### config.mk
export PLATFORM = sky130hd
export DESIGN_NAME = muldiv_unit
export DESIGN_NICKNAME = d
export VERILOG_FILES = /design/src/rtl/muldiv_unit.sv
export SDC_FILE = /design/constraint.sdc
export NUM_CORES = 1
export LEC_CHECK = 0
export ABC_AREA = 0
export CAP_MARGIN = 20
export CORE_ASPECT_RATIO = 0.75
export CORE_MARGIN = 8
export CORE_UTILIZATION = 40
export CTS_CLUSTER_DIAMETER = 40
export DETAILED_ROUTE_END_ITERATION = 8
export PLACE_DENSITY = 0.67
export SETUP_SLACK_MARGIN = 0.15
export SLEW_MARGIN = 40
export SYNTH_ARGS = -nofsm -noshare
export SYNTH_HDL_FRONTEND = slang
export SYNTH_SLANG_ARGS = --single-unit
### constraint.sdc
create_clock -name clk -period 5.45 [get_ports clk]
set_input_delay 1.635 -clock clk [delete_from_list [all_inputs] [get_ports clk]]
set_output_delay 1.635 -clock clk [all_outputs]
set_load 0.02 [all_outputs]
### src/rtl/muldiv_unit.sv
// muldiv_unit -- iterative multiply/divide unit with architectural HI/LO.
//
// Executes MULT/MULTU/DIV/DIVU over 32 shift-add / restoring-divide
// iterations (33 busy cycles in total), plus MTHI/MTLO register writes.
// Signed operands are reduced to magnitudes on launch; the result signs
// are applied when the result is written.
//
// Optional feature: define MULDIV_FAST_MUL_EN to route MULT/MULTU through a
// single-cycle hardware multiplier (busy for 1 cycle). Division is unaffected.
//
// Ports:
//   clk      rising-edge clock
//   rst_n    asynchronous active-low reset
//   start    launch operation (sampled only in IDLE)
//   op       00 MULT, 01 MULTU, 10 DIV, 11 DIVU
//   rs_data  multiplicand / dividend
//   rt_data  multiplier / divisor
//   hi_we    MTHI write strobe (aborts an in-flight operation)
//   lo_we    MTLO write strobe (aborts an in-flight operation)
//   wdata    MTHI/MTLO data
//   flush    abort in-flight operation, HI/LO untouched
//   hi, lo   architectural HI/LO registers
//   busy     operation in flight (CALC or FIN)
//   done     one-cycle pulse after HI/LO take a result
module muldiv_unit #(
  parameter int unsigned WIDTH = 32
) (
  input  logic             clk,
  input  logic             rst_n,
  input  logic             start,
  input  logic [1:0]       op,
  input  logic [WIDTH-1:0] rs_data,
  input  logic [WIDTH-1:0] rt_data,
  input  logic             hi_we,
  input  logic             lo_we,
  input  logic [WIDTH-1:0] wdata,
  input  logic             flush,
  output logic [WIDTH-1:0] hi,
  output logic [WIDTH-1:0] lo,
  output logic             busy,
  output logic             done
);

  localparam int unsigned W  = WIDTH;
  localparam int unsigned CW = $clog2(W);

  typedef enum logic [1:0] {
    IDLE = 2'd0,
    CALC = 2'd1,
    FIN  = 2'd2
  } state_t;

  state_t          state_q;
  logic [CW-1:0]   cnt_q;
  logic            is_div_q;
  logic [W-1:0]    a_q;       // multiplicand magnitude (mul) / divisor magnitude (div)
  logic [2*W-1:0]  acc_q;     // {partial product, remaining multiplier bits}
  logic [W-1:0]    rem_q;     // divide partial remainder
  logic [W-1:0]    quo_q;     // dividend bits shifting out, quotient bits shifting in
  logic            pneg_q;    // product / quotient sign
  logic            rneg_q;    // remainder sign
  logic            dz_q;      // divide by zero
  logic [W-1:0]    rs_q;      // raw dividend, returned in HI on divide by zero
  logic [W-1:0]    hi_q;
  logic [W-1:0]    lo_q;
  logic            done_q;
`ifdef MULDIV_FAST_MUL_EN
  logic            uns_q;
  logic [W-1:0]    rt_q;
`endif

  // Launch-time operand conditioning.
  logic            sgn_op;
  logic            rs_neg;
  logic            rt_neg;
  logic [W-1:0]    rs_mag;
  logic [W-1:0]    rt_mag;

  assign sgn_op = ~op[0];
  assign rs_neg = sgn_op & rs_data[W-1];
  assign rt_neg = sgn_op & rt_data[W-1];
  assign rs_mag = rs_neg ? -rs_data : rs_data;
  assign rt_mag = rt_neg ? -rt_data : rt_data;

  // One shift-add step: add the multiplicand into the upper half when the
  // current multiplier LSB is set, then shift the whole accumulator right.
  logic [W:0]      mul_sum;
  logic [2*W-1:0]  mul_next;

  assign mul_sum  = {1'b0, acc_q[2*W-1:W]} + (acc_q[0] ? {1'b0, a_q} : {(W+1){1'b0}});
  assign mul_next = {mul_sum, acc_q[W-1:1]};

  // One restoring-divide step on a 33-bit partial remainder. Because the
  // remainder is always below the divisor, bit W of the trial difference is
  // a reliable "went negative" flag.
  logic [W:0]      div_shift;
  logic [W:0]      div_trial;
  logic            div_ok;

  assign div_shift = {rem_q, quo_q[W-1]};
  assign div_trial = div_shift - {1'b0, a_q};
  assign div_ok    = ~div_trial[W];

  // Sign-corrected result written in FIN.
  logic [W-1:0]    res_hi;
  logic [W-1:0]    res_lo;
`ifdef MULDIV_FAST_MUL_EN
  logic [2*W-1:0]  fast_a;
  logic [2*W-1:0]  fast_b;
  logic [2*W-1:0]  fast_prod;

  // The low 2W bits of a 2W x 2W product of extended operands equal the
  // signed or unsigned W x W product, depending on the extension.
  assign fast_a    = uns_q ? {{W{1'b0}}, rs_q} : {{W{rs_q[W-1]}}, rs_q};
  assign fast_b    = uns_q ? {{W{1'b0}}, rt_q} : {{W{rt_q[W-1]}}, rt_q};
  assign fast_prod = fast_a * fast_b;
`endif

  always_comb begin
    res_hi = '0;
    res_lo = '0;
    if (is_div_q) begin
      if (dz_q) begin
        res_hi = rs_q;
        res_lo = '1;
      end else begin
        res_lo = pneg_q ? -quo_q : quo_q;
        res_hi = rneg_q ? -rem_q : rem_q;
      end
    end else begin
`ifdef MULDIV_FAST_MUL_EN
      {res_hi, res_lo} = fast_prod;
`else
      {res_hi, res_lo} = pneg_q ? -acc_q : acc_q;
`endif
    end
  end

  always_ff @(posedge clk or negedge rst_n) begin
    if (!rst_n) begin
      state_q  <= IDLE;
      cnt_q    <= '0;
      is_div_q <= 1'b0;
      a_q      <= '0;
      acc_q    <= '0;
      rem_q    <= '0;
      quo_q    <= '0;
      pneg_q   <= 1'b0;
      rneg_q   <= 1'b0;
      dz_q     <= 1'b0;
      rs_q     <= '0;
      hi_q     <= '0;
      lo_q     <= '0;
      done_q   <= 1'b0;
`ifdef MULDIV_FAST_MUL_EN
      uns_q    <= 1'b0;
      rt_q     <= '0;
`endif
    end else begin
      done_q <= 1'b0;
      if (flush) begin
        state_q <= IDLE;
        cnt_q   <= '0;
      end else if (hi_we || lo_we) begin
        if (hi_we) hi_q <= wdata;
        if (lo_we) lo_q <= wdata;
        state_q <= IDLE;
        cnt_q   <= '0;
      end else begin
        case (state_q)
          IDLE: begin
            if (start) begin
              is_div_q <= op[1];
              a_q      <= op[1] ? rt_mag : rs_mag;
              acc_q    <= {{W{1'b0}}, rt_mag};
              rem_q    <= '0;
              quo_q    <= rs_mag;
              pneg_q   <= rs_neg ^ rt_neg;
              rneg_q   <= rs_neg;
              dz_q     <= (rt_data == '0);
              rs_q     <= rs_data;
              cnt_q    <= '0;
`ifdef MULDIV_FAST_MUL_EN
              uns_q    <= op[0];
              rt_q     <= rt_data;
              state_q  <= op[1] ? CALC : FIN;
`else
              state_q  <= CALC;
`endif
            end
          end
          CALC: begin
            if (is_div_q) begin
              rem_q <= div_ok ? div_trial[W-1:0] : div_shift[W-1:0];
              quo_q <= {quo_q[W-2:0], div_ok};
            end else begin
              acc_q <= mul_next;
            end
            cnt_q <= cnt_q + 1'b1;
            if (cnt_q == '1) state_q <= FIN;
          end
          FIN: begin
            hi_q    <= res_hi;
            lo_q    <= res_lo;
            done_q  <= 1'b1;
            state_q <= IDLE;
          end
          default: state_q <= IDLE;
        endcase
      end
    end
  end

  assign hi   = hi_q;
  assign lo   = lo_q;
  assign busy = (state_q != IDLE);
  assign done = done_q;

endmodule

==> results of run 1 <==
-- layout make-up --
cell class / instances / area, um2
clock buffer: 50 / 1130
antenna: 1 / 2.50
tap: 648 / 811
clock inverter: 26 / 373
fill: 4539 / 24900
inverter: 70 / 263
multi-input combinational: 1947 / 12300
timing repair buffer: 234 / 2260
sequential: 268 / 6710
-- report_power, final --
part           leakage, nW  switching, mW  total (mW)  internal [mW]
Combinational         6.28           1.75        2.79           1.04
Sequential            3.40          0.427        2.74           2.31
Clock                0.724           1.08        2.96           1.87
-- critical path, stage by stage --
cell,delay [ns]
clkdlybuf4s50_1,0.46
or4_1,0.57
or3_1,0.39
or4_4,0.55
nor4_4,0.22
nand3b_1,0.28
o41ai_2,0.34
xor2_1,0.34
a211o_1,0.18
o21ai_1,0.06
-- Yosys cell counts, types with 6 or more instances --
cell type	count	share of area [%]
a31oi_1	12	0.38
o21ai_0	289	7.3
ha_1	71	4.5
nor2b_1	13	0.41
a21oi_1	144	3.6
nand3_1	35	0.89
or3_1	36	1.1
nand2b_1	32	1.0
xnor2_1	106	4.7
o311ai_0	6	0.27
a221oi_1	20	0.89
a22o_1	9	0.40
o21bai_1	14	0.53
xor2_1	116	5.1
and3_1	13	0.41
mux2i_1	62	3.1
o221ai_1	20	0.89
a22oi_1	30	1.1
a32oi_1	12	0.53
a21o_1	40	1.5
nor3b_1	6	0.23
nand4_1	16	0.51
mux2_2	15	0.85
or4_1	20	0.76
o31ai_1	44	1.7
o21a_1	7	0.27
dfrtp_1	268	34
nor4_1	18	0.57
or2_2	6	0.19
and2_1	7	0.22
clkbuf_1	130	2.5
inv_1	67	1.3
nand2_1	385	7.3
buf_1	18	0.34
nand3b_1	7	0.27
o41ai_1	25	1.1
nor2_1	167	3.2
a211oi_1	9	0.34
nor3_1	41	1.0
o211ai_1	20	0.76
-- metal layers --
metal / GRT usage (%) / vias to the layer above
met4: 8.01 / 2
met2: 37.3 / 1274
li1: - / 9026
met3: 9.87 / 122
met5: 0 / -
met1: 41.9 / 9740
-- flip-flops by register name, summed over array words and instances (netlist names) --
register,cells
lo,32
rneg_q,1
is_div_q,1
acc_q,64
rs_q,32
pneg_q,1
hi,32
a_q,32
quo_q,32
rem_q,32
dz_q,1
done,1
state_q,2
cnt_q,5
-- cell families after synthesis --
logic type	Yosys count	share of synthesized area [%]
AND/OR/NAND/NOR	827	19.5
AO/OA/AOI/OAI	748	23.8
flip-flops	268	33.9
buffers and inverters	223	4.29
XOR/XNOR	222	9.83
multiplexers	77	3.99
adder cells (fa/ha/maj)	73	4.69
-- worst max-delay path by stage --
stage | end | cells after the start | slack, ns | from
3_5_place_dp | a_q[27] | 10 | 0.39 | rt_data[11]
6_report | a_q[27] | 10 | 0.87 | rt_data[11]
5_1_grt | a_q[24] | 11 | 0.81 | rt_data[11]
2_1_floorplan | a_q[27] | 9 | 1.29 | rt_data[13]
4_1_cts | a_q[27] | 10 | 0.97 | rt_data[11]
3_3_place_gp | a_q[27] | 10 | 0.51 | rt_data[11]
-- per-stage QoR --
stage                     util (%)  instance area (um2)  instances
after detailed placement      45.7                22300       3166
after global placement        45.6                22200       3163
after floorplan                  -                19800       2438
after CTS                     48.8                23800       3242
after global routing          48.9                23900       3243
final                         48.9                23900       3244
==> flow_summary.toml, run 1 <==
[clock_network]
cts_tree = "built"
cts_resized = 0
cts_max_level = 2
cts_made_buffers = 42
clock_sinks = 268
clk_latency_ns = 0.58
clk_pin_slew_ns = 0.06
clockRootBuffer = "clkbuf_16"
hold_buffers = 0
post_cts_buffers = 0
clk_path_buf_depth = 3

[setup_path]
reg2reg_slack_ns = 1.22
crit_type = "in -> reg"
reg2reg_depth = 13
cp-end-kind = "flip-flop"
cp.required_ns = 5.89
start_kind = "input pin"
timing.rr.start = "quo_q[31]"
critPathArrivalTime_ns = 5.01
cp_max_fo = 4
reg2reg_to = "rem_q[17]"

[detailed_routing]
wl_met1_um = 36400
ant_nets = 0
met2RoutedLength_um = 32400
vias = 20164
route.met3.wl_um = 12000
post_drt_wl_per_cell_um = 25.6
firstDrtPassIters = 6
drcViolationCount = 0
top_layer = "met5"
drt_iter0_markers = 2835
routed_wl_um = 83100
routed_via_density = 6.22

[min_path]
min_from = "rs_q[15]"
holdPathEnd = "rs_q[15]"
holdPathStages = 2
hp-class = "reg -> reg"

[global_routing]
grt_pass1_wl_um = 123000
grt_max_degree = 70
antenna_found_initial = 2
track_usage_pct = 28.1
grt_remaining_overflow = 0
grt_pass1_vias = 18442

[floorplanning]
rows = 70
die-area_mm2 = 0.0569
die_h_um = 209
die_w_um = 273
pin_count = 170
coreArea_mm2 = 0.0488
start_util_pct = 40.6

[finish]
final_nets = 2740
syn_to_final_growth_pct = 20.6
layout_commonest_cell = "nand2_1"
final_cell_mix = "nand2_1, o21ai_0, dfrtp_1, clkdlybuf4s50_1, nor2_1"
drive_gt1_share_pct = 7.75

[placed_design]
globalplace.congestion = 1.02
pre_cts_ws_ns = 0.392
dp.final_hpwl_um = 64700
io_buffers = 169

[timing]
relSlewSlack_pct = 40.8
whs_ns = 0.477
worst_slack_ns = 0.872
rsz0062_at_grt = "false"
fin_crit_ns = 4.58
setup_viol = 0
final_max_slew_viol_count = 0
finClkSkew_ns = 0.0270
finalSetupTns_ns = 0
worst_pin_slew_ns = 0.887
max_clock_freq_ghz = 0.218
finalHoldViolCount = 0
period_share_pct = 84.0

[synth]
yosysWarnings = 0
synth_fp_nets = 2615
synth_area_mm2 = 0.0198
syn_area_per_cell_um2 = 8.11
synth_ff_type = "dfrtp_1"
synth_edf_count = 0
synthArstFlopShare_pct = 100
ys_types = 81
synth-seq-cells = 268
ys_seq_area_share_pct = 33.9
syn_inst = 2438

[power_and_ir_drop]
p_leak_nw = 10.4
power_density_mw_per_mm2 = 356
ir_drop_v = 0.000222
total_power_mw = 8.48

[run_status]
status = "finished, final reports clean"

[run]
max-cap-violations = 0
No activity file was read; power rests on OpenSTA's default activity.
==> run 2: changes to the inputs <==
--- a/config.mk
+++ b/config.mk
@@ -12,7 +12,7 @@
 export CORE_UTILIZATION = 40
 export CTS_CLUSTER_DIAMETER = 40
 export DETAILED_ROUTE_END_ITERATION = 8
-export PLACE_DENSITY = 0.67
+export PLACE_DENSITY = 0.69
 export SETUP_SLACK_MARGIN = 0.15
 export SLEW_MARGIN = 40
 export SYNTH_ARGS = -nofsm -noshare
==> constraint.sdc (replaced) <==
create_clock -name clk -period 4 [get_ports clk]
set_input_delay 1.2 -clock clk [delete_from_list [all_inputs] [get_ports clk]]
set_output_delay 1.2 -clock clk [all_outputs]
set_load 0.02 [all_outputs]
==> run 2 against run 1 <==
  * Die area stayed put
  * Register-to-register slack worse by 0.86 ns
  * Critical endpoint unchanged
  * Sequential share of layout area is 0.95 points lower
  * Global-route usage is 0.53 points higher
==> flow_summary.toml, run 2 (same netlist as run 1, synthesis figures left out) <==
[min_path]
hp-class = "reg -> reg"
min_from = "cnt_q[3]"

[global_routing]
grt_pass1_vias = 19120
grt_max_degree = 87
track_usage_pct = 28.6
grt_remaining_overflow = 0
antenna_found_initial = 6
grt_pass1_wl_um = 125000

[finish]
final_nets = 2853
syn_to_final_growth_pct = 24.8
drive_gt1_share_pct = 11.6
layout_commonest_cell = "nand2_1"
fillers = 4558
largest_register_ffs = 64
regArea_mm2 = 0.00671
regMostFlops = "acc_q"
final_cell_mix = "nand2_1, o21ai_0, dfrtp_1, buf_4"
multi_input_area_mm2 = 0.0123

[setup_path]
crit_type = "in -> reg"
critPathMaxStageDelay_ns = 0.58
crit_chain = "clkdlybuf4s50_1 > or4_4 > or3_1 > or4_1 > nor3b_2 > nor2_1 > xnor2_1 > buf_4 > and2_1 > a211o_1 > o21ai_1"
start_kind = "input pin"
cp.required_ns = 4.47
cp-end-kind = "flip-flop"
startpoint = "rs_data[20]"
critPathArrivalTime_ns = 4.19
cp_max_fo = 2
cp_slowest_cell = "or4_4"
timing.rr.start = "acc_q[8]"

[timing]
final_max_slew_viol_count = 0
fin_crit_ns = 3.72
whs_ns = 0.475
finalHoldViolCount = 0
finalSetupTns_ns = 0
finClkSkew_ns = 0.0188
rsz0062_at_grt = "false"
period_share_pct = 93.0
setup_viol = 0
worst_pin_slew_ns = 0.901
relSlewSlack_pct = 39.9
max_clock_freq_ghz = 0.269

[floorplanning]
die_w_um = 273
die-area_mm2 = 0.0569
rows = 70
coreArea_mm2 = 0.0488
start_util_pct = 40.6
pin_count = 170
die_h_um = 209

[clock_network]
cts_made_buffers = 44
clk_path_buf_depth = 3
cts_tree = "built"
clk_pin_slew_ns = 0.05
clockRootBuffer = "clkbuf_16"
clk_latency_ns = 0.55
cts_max_level = 2
clock_sinks = 268

[power_and_ir_drop]
p_leak_nw = 11.0
total_power_mw = 11.6
power_density_mw_per_mm2 = 469
ir_drop_v = 0.000232

[detailed_routing]
vias = 20775
drcViolationCount = 0
drt_iter0_markers = 2896
post_drt_wl_per_cell_um = 25.4
ant_nets = 0
firstDrtPassIters = 5
routed_wl_um = 85300
routed_via_density = 6.19

[placed_design]
globalplace.congestion = 0.983
io_buffers = 169
dp.final_hpwl_um = 67000

[run_status]
status = "finished, final reports clean"

[run]
max-cap-violations = 0
==> run 2: cell types whose count changed in the layout (fill, tap and decap cells not counted), sizes merged <==
cell | before | now
buf | 66 | 177
bufinv | 8 | 3
clkbuf | 50 | 54
clkdlybuf4s50 | 168 | 164
dlymetal6s2s | 0 | 4
inv | 72 | 75
clkinv | 11 | 13
clkinvlp | 5 | 4
==> run 2: cell type report <==
cell class	count	share of cell area (%)
Multi-Input combinational cell	1947	49.8
Sequential cell	268	27.2
Timing Repair Buffer	345	12.8
Clock buffer	54	4.82
Tap cell	648	3.28
Inverter	70	1.06
Clock inverter	25	1.02
Antenna cell	1	0.0101
==> run 2: report_power, final <==
| part | internal [mW] | total [mW] | switching, mW |
|---|---|---|---|
| sequential | 3.15 | 3.69 | 0.541 |
| combinational | 1.55 | 4.09 | 2.54 |
| clock | 2.33 | 3.80 | 1.47 |
| total | 7.04 | 11.6 | 4.55 |
==> run 2: final timing paths <==
kind	end	slack (ns)	cells after the start
worst max-delay path	a_q[27]	0.28	11
worst min-delay path	cnt_q[3]	0.47	1
max in group asynchronous	hi[18]	2.40	2
worst min register to register	cnt_q[3]	0.47	1
min in group asynchronous	lo[14]	0.65	1
worst max register to register	lo[21]	0.36	9
==> run 2: metal layers <==
layer	vias up	track usage [%]	routed length, um
li1	9241	-	-
met4	12	7.67	2560
met1	10137	42.8	38200
met5	-	0.789	122
met2	1245	38.1	32800
met3	140	9.97	11600
==> run 2: through the flow <==
stage | worst slack, ns | cells | cell area (um2) | util, %
final | 0.281 | 3358 | 24700 | 50.6
after global routing | 0.179 | 3357 | 24700 | 50.6
after CTS | 0.206 | 3355 | 24600 | 50.5
after detailed placement | -0.354 | 3276 | 23200 | 47.5
after global placement | -0.345 | 3274 | 23100 | 47.5
after floorplan | 0.274 | 2438 | 19800 | -
==> run 2: timing repair <==
item,4_1_cts,5_1_grt
endpoints found under the setup margin,0,20
hold buffers,0,0
setup buffers,0,2
resized for setup,0,14
==> run 2: critical path, delay by kind of cell <==
family	cells	cell delay, ns
AO/OA/AOI/OAI	2	0.33
XOR/XNOR	1	0.13
AND/OR/NAND/NOR	6	1.91
buffers and inverters	2	0.60
